**config.mk**
```make
export PLATFORM = sky130hd
export DESIGN_NAME = uart_frame_rx
export DESIGN_NICKNAME = d
export VERILOG_FILES = /design/src/rtl/uart_frame_pkg.sv /design/src/rtl/axis_hold_reg.sv /design/src/rtl/uart_frame_rx.sv
export SDC_FILE = /design/constraint.sdc
export NUM_CORES = 1
export LEC_CHECK = 0
export CAP_MARGIN = 20
export CORE_MARGIN = 2
export CORE_UTILIZATION = 40
export CTS_BUF_LIST = sky130_fd_sc_hd__clkbuf_8
export DETAILED_ROUTE_END_ITERATION = 16
export PLACE_DENSITY = 0.71
export SETUP_SLACK_MARGIN = 0.2
export SLEW_MARGIN = 20
export SYNTH_ARGS = -nofsm -noshare
export SYNTH_HDL_FRONTEND = slang
export SYNTH_SLANG_ARGS = --single-unit
```
**constraint.sdc**
```tcl
create_clock -name clk -period 7.6 [get_ports clk]
set_input_delay 1.14 -clock clk [delete_from_list [all_inputs] [get_ports clk]]
set_output_delay 1.14 -clock clk [all_outputs]
set_load 0.1 [all_outputs]
```
**src/rtl/uart_frame_pkg.sv**
```systemverilog
// rtl/uart_frame_pkg.sv - shared types and helpers for the UART frame receiver.
// Holds the FSM state encoding, the default start-of-frame marker and the word-count helper.
package uart_frame_pkg;

   typedef enum logic [1:0] {
      ST_IDLE,
      ST_DATA,
      ST_CHK,
      ST_COMMIT
   } state_e;

   localparam logic [7:0] SOF_DEFAULT = 8'hA5;

   function automatic int calc_n_words(input int w_out, input int bpw);
      return (w_out + bpw - 1) / bpw;
   endfunction

endpackage

```
**src/rtl/axis_hold_reg.sv**
```systemverilog
// rtl/axis_hold_reg.sv - one-beat output holding register with valid/ready handshake.
// full means a beat is held that is not being taken this cycle, so a load now would be lost.
module axis_hold_reg #(
   parameter int W = 224
) (
   input  logic         clk,
   input  logic         rstn,
   input  logic         load,
   input  logic [W-1:0] d,
   output logic [W-1:0] q,
   output logic         m_valid,
   input  logic         m_ready,
   output logic         full
);

   logic [W-1:0] q_q;
   logic         valid_q;

   assign full    = valid_q & ~m_ready;
   assign q       = q_q;
   assign m_valid = valid_q;

   always_ff @(posedge clk or negedge rstn) begin
      if (!rstn) begin
         q_q     <= '0;
         valid_q <= 1'b0;
      end else if (load && !full) begin
         q_q     <= d;
         valid_q <= 1'b1;
      end else if (m_ready) begin
         valid_q <= 1'b0;
      end
   end

endmodule

```
**src/rtl/uart_frame_rx.sv**
```systemverilog
// rtl/uart_frame_rx.sv - SOF-framed byte-to-wide-beat assembler with timeout and error pulses.
// Optional trailing XOR checksum word is enabled by defining UART_FRAME_CHECKSUM_EN.
module uart_frame_rx
   import uart_frame_pkg::*;
#(
   parameter int                       BITS_PER_WORD = 8,
   parameter int                       W_OUT         = 224,
   parameter logic [BITS_PER_WORD-1:0] SOF_WORD      = BITS_PER_WORD'(SOF_DEFAULT),
   parameter int                       TIMEOUT_CLKS  = 200_000_000 / 9600 * 20
) (
   input  logic                     clk,
   input  logic                     rstn,
   input  logic                     s_valid,
   input  logic [BITS_PER_WORD-1:0] s_data,
   input  logic                     m_ready,
   output logic                     m_valid,
   output logic [W_OUT-1:0]         m_data,
   output logic                     err_sync,
   output logic                     err_ovf,
   output logic                     err_chk
);

   localparam int N_WORDS = calc_n_words(W_OUT, BITS_PER_WORD);
   localparam int W_CNT   = $clog2(N_WORDS + 1);
   localparam int W_SR    = N_WORDS * BITS_PER_WORD;
   localparam int W_TMR   = $clog2(TIMEOUT_CLKS + 1);

   state_e             state_q;
   logic [W_CNT-1:0]   cnt_q;
   logic [W_TMR-1:0]   tmr_q;
   logic [W_SR-1:0]    sr_q;
   logic               err_sync_q;
   logic               err_ovf_q;
   logic               hold_full;
   logic               hold_load;
   logic               is_sof;
   logic               last_word;
   logic               tmr_expired;

   assign is_sof      = (s_data == SOF_WORD);
   assign last_word   = (cnt_q == W_CNT'(N_WORDS - 1));
   assign tmr_expired = (tmr_q == W_TMR'(TIMEOUT_CLKS - 1));
   assign hold_load   = (state_q == ST_COMMIT) && !hold_full;
   assign err_sync    = err_sync_q;
   assign err_ovf     = err_ovf_q;

`ifdef UART_FRAME_CHECKSUM_EN
   logic [BITS_PER_WORD-1:0] chk_q;
   logic                     err_chk_q;
   assign err_chk = err_chk_q;
`else
   assign err_chk = 1'b0;
`endif

   always_ff @(posedge clk or negedge rstn) begin
      if (!rstn) begin
         state_q    <= ST_IDLE;
         cnt_q      <= '0;
         tmr_q      <= '0;
         sr_q       <= '0;
         err_sync_q <= 1'b0;
         err_ovf_q  <= 1'b0;
`ifdef UART_FRAME_CHECKSUM_EN
         chk_q      <= '0;
         err_chk_q  <= 1'b0;
`endif
      end else begin
         err_sync_q <= 1'b0;
         err_ovf_q  <= 1'b0;
`ifdef UART_FRAME_CHECKSUM_EN
         err_chk_q  <= 1'b0;
`endif
         case (state_q)
            ST_IDLE: begin
               if (s_valid && is_sof) begin
                  state_q <= ST_DATA;
                  cnt_q   <= '0;
                  tmr_q   <= '0;
`ifdef UART_FRAME_CHECKSUM_EN
                  chk_q   <= '0;
`endif
               end
            end
            ST_DATA: begin
               if (s_valid) begin
                  sr_q[cnt_q*BITS_PER_WORD +: BITS_PER_WORD] <= s_data;
                  cnt_q <= cnt_q + W_CNT'(1);
                  tmr_q <= '0;
`ifdef UART_FRAME_CHECKSUM_EN
                  chk_q <= chk_q ^ s_data;
                  if (last_word) state_q <= ST_CHK;
`else
                  if (last_word) state_q <= ST_COMMIT;
`endif
               end else if (tmr_expired) begin
                  err_sync_q <= 1'b1;
                  state_q    <= ST_IDLE;
               end else begin
                  tmr_q <= tmr_q + W_TMR'(1);
               end
            end
`ifdef UART_FRAME_CHECKSUM_EN
            ST_CHK: begin
               if (s_valid) begin
                  tmr_q <= '0;
                  if (s_data == chk_q) begin
                     state_q <= ST_COMMIT;
                  end else begin
                     err_chk_q <= 1'b1;
                     state_q   <= ST_IDLE;
                  end
               end else if (tmr_expired) begin
                  err_sync_q <= 1'b1;
                  state_q    <= ST_IDLE;
               end else begin
                  tmr_q <= tmr_q + W_TMR'(1);
               end
            end
`endif
            ST_COMMIT: begin
               err_ovf_q <= hold_full;
               // The UART cannot stall, so an SOF landing here must open the next frame.
               if (s_valid && is_sof) begin
                  state_q <= ST_DATA;
                  cnt_q   <= '0;
                  tmr_q   <= '0;
`ifdef UART_FRAME_CHECKSUM_EN
                  chk_q   <= '0;
`endif
               end else begin
                  state_q <= ST_IDLE;
               end
            end
            default: state_q <= ST_IDLE;
         endcase
      end
   end

   axis_hold_reg #(
      .W (W_OUT)
   ) u_hold (
      .clk     (clk),
      .rstn    (rstn),
      .load    (hold_load),
      .d       (sr_q[W_OUT-1:0]),
      .q       (m_data),
      .m_valid (m_valid),
      .m_ready (m_ready),
      .full    (hold_full)
   );

endmodule

```
==> flow_metrics.tcl <==
set metrics [dict create \
    outcome "complete, no violations" \
    worstRegToRegCells 7 \
    cts_tree "yes" \
    drc_errors 0 \
    ys_seq_area_frac 0.619 \
    synthArstFlopShare 1.00 \
    power_leakage_nw 11.3 \
    synthCells 1495 \
    place_area_um2 22200 \
    core_area_um2 47600 \
    min_path_type "reg -> reg" \
    core.rowCount 80 \
    cts_inserted_buffers 79 \
    yosys_register_bits 477 \
    synthFlopType "dfrtp_1" \
    min_from "sr_q[28]$_DFFE_PN0P_" \
    routed_wl_mm 50.2 \
    antenna_found_initial 1 \
    clk_pin_slew_ps 60 \
    firstDrtPassIters 7 \
    vias 12800 \
    cp_data_required_time_ps 8130 \
    r2r_start "cnt_q[0]$_DFFE_PN0P_" \
    crit_path_max_fanout 22 \
    ant_nets 0 \
    fin_ws_ps 3430 \
    area_delta_synth_final_pct 24.3 \
    io_pins 240 \
    crit_top_cell "ha_1" \
    peakVddDrop_mv 0.167 \
    place_hpwl_mm 33.4 \
    path_cells "inv_1 > ha_1 > nor3b_1 > ha_1 > nor4_1 > nand3_1 > o31ai_1" \
    fin_area_um2 24000 \
    reg2reg_to "sr_q[164]$_DFFE_PN0P_" \
    end_kind "flop" \
    cts_num_sinks 477 \
    synth_cell_types 60 \
    crit_arrival_ps 4700 \
    synth.avg_cell_area_um2 12.9 \
    worstSetupPathType "reg -> reg" \
    nets 1766 \
    slowest_stage "nor4_1" \
    cts-root-buf "clkbuf_8" \
    synth_top_area_frac 0.619 \
    mostFrequentLayoutCell "dfrtp_1" \
    slowest_delay_ps 970 \
    most-common-layout-cells "dfrtp_1 (477), mux2_2 (306), clkdlybuf4s50_1 (237), nand2_1 (176), o31ai_1 (102)" \
    yosysWarnings 0 \
    maxSlewViolCount 0 \
    synth_edf_count 0 \
    clock_path_buffers 3 \
    fmax_mhz 240 \
    finClkSkew_ps 18.1 \
    synth_area_um2 19300 \
    maxCapViolations 0 \
    hold_viol 0 \
    cts_resized 0 \
    viasPerCell 5.29 \
    period_needed_ps 4170 \
    slew_headroom 0.261 \
    track_usage 0.204 \
    dieHeight_um 224 \
    worst_slew_pin_slew_ps 1100 \
    place_ws_ps 3390 \
    die-area_um2 50000 \
    start_util 0.405 \
    wire_per_inst_um 20.7 \
    cts_hold_buf 0 \
    synth_top_cell_by_area "dfrtp_1" \
    cp_top_family "simple AND/OR/NAND/NOR gates" \
    clkLatencyLatePin_ps 660 \
    crit_buf_inv 1 \
    start_kind "flop" \
    htreeDepth 3 \
    setup_viol 0 \
    fin_crit_sh 0.549 \
    gp_congestion 0.849 \
    p_per_area_nw_per_um2 267 \
    regToRegSetupSlack_ps 3430 \
    n_antenna_cell 0 \
    drt_iter0_drc 1067 \
    grt_pass1_wl_mm 78.5 \
    hold_path_depth 2 \
    post-cts-setup-buffer-count 0 \
    drive_gt1_frac 0.253 \
    die-width_um 224 \
    whs_ps 474 \
    gr-total-overflow 0 \
    ys_top_cells_by_area "dfrtp_1 (62%), mux2_2 (18%), o31ai_1 (4.0%)" \
    grt_max_degree 173 \
    rsz0062_at_grt "no" \
    total_power_mw 6.40 \
    port_buffers 238 \
    grt_pass1_vias 13300 \
    syn-num-nets 1515 \
    hold_end "sr_q[28]$_DFFE_PN0P_" \
    finalSetupTns_ps 0 \
]
==> cell usage after synthesis, drive strengths merged, types with 8 or more instances <==
cell type  instances
mux2             318
dfrtp            477
buf               16
o21ai             41
inv               27
nor2             105
nand3             33
nand2            178
nor3              17
o31ai            103
clkbuf            59
a31oi              9
mux2i             17
nor4              11
nand2b            12
ha                 8
==> registers in the layout (all words and copies together) (netlist names) <==
name and flops:
u_hold.m_valid 1, sr_q 224, cnt_q 5, u_hold.q 224, err_ovf 1, state_q 2, err_sync 1, tmr_q 19
==> through the flow <==
| step | instances | utilization |
|---|---|---|
| after floorplan | 1495 | - |
| after global placement | 2280 | 0.467 |
| after detailed placement | 2280 | 0.467 |
| after CTS | 2422 | 0.503 |
| after global routing | 2422 | 0.503 |
| final | 2422 | 0.503 |
==> cell type report <==
cell class	instances	area, µm²
multi-input cells	916	6960
clock buffers	101	1390
inverters	27	101
clock inverters	41	320
well taps	615	769
flip-flops and latches	477	11900
repair buffers	245	2480
fillers	4124	23700
==> power by group <==
group          switching (mW)  total, mW  internal (mW)
logic                    1.02       1.26          0.237
clock network            1.04       2.40           1.37
registers               0.101       2.73           2.63
total                    2.16       6.40           4.24
==> cell families after synthesis <==
kind of cell | synth area share
AO/OA/AOI/OAI | 0.0642
multiplexers | 0.195
other | 0.000195
XOR/XNOR | 0.000909
buffers and inverters | 0.0209
flip-flops | 0.619
AND/OR/NAND/NOR | 0.0948
adder cells (fa/ha/maj) | 0.00519
==> tightest hold or removal path, delay by kind of cell, from the launching register on <==
kind | cells | cell delay [ps]
and+or+nand+nor | 1 | 50
AOI/OAI and AO/OA | 1 | 50
DFF | 1 | 340
==> how the worst max path moves through the flow <==
stage / slack (ps) / startpoint / to / cells after the start
after global routing: 3180 / cnt_q[0]$_DFFE_PN0P_ / sr_q[26]$_DFFE_PN0P_ / 6
after CTS: 3430 / cnt_q[0]$_DFFE_PN0P_ / sr_q[164]$_DFFE_PN0P_ / 7
final: 3430 / cnt_q[0]$_DFFE_PN0P_ / sr_q[164]$_DFFE_PN0P_ / 7
after global placement: 3570 / s_valid / sr_q[183]$_DFFE_PN0P_ / 5
after detailed placement: 3390 / s_valid / sr_q[160]$_DFFE_PN0P_ / 5
after floorplan: 4640 / cnt_q[1]$_DFFE_PN0P_ / sr_q[16]$_DFFE_PN0P_ / 11
==> routing by layer <==
layer  share of wire  GRT usage
met5         0.00022          0
met4           0.024     0.0699
met3           0.057     0.0463
met2            0.48      0.329
met1            0.44      0.274
(Power assumes the default switching activity.)
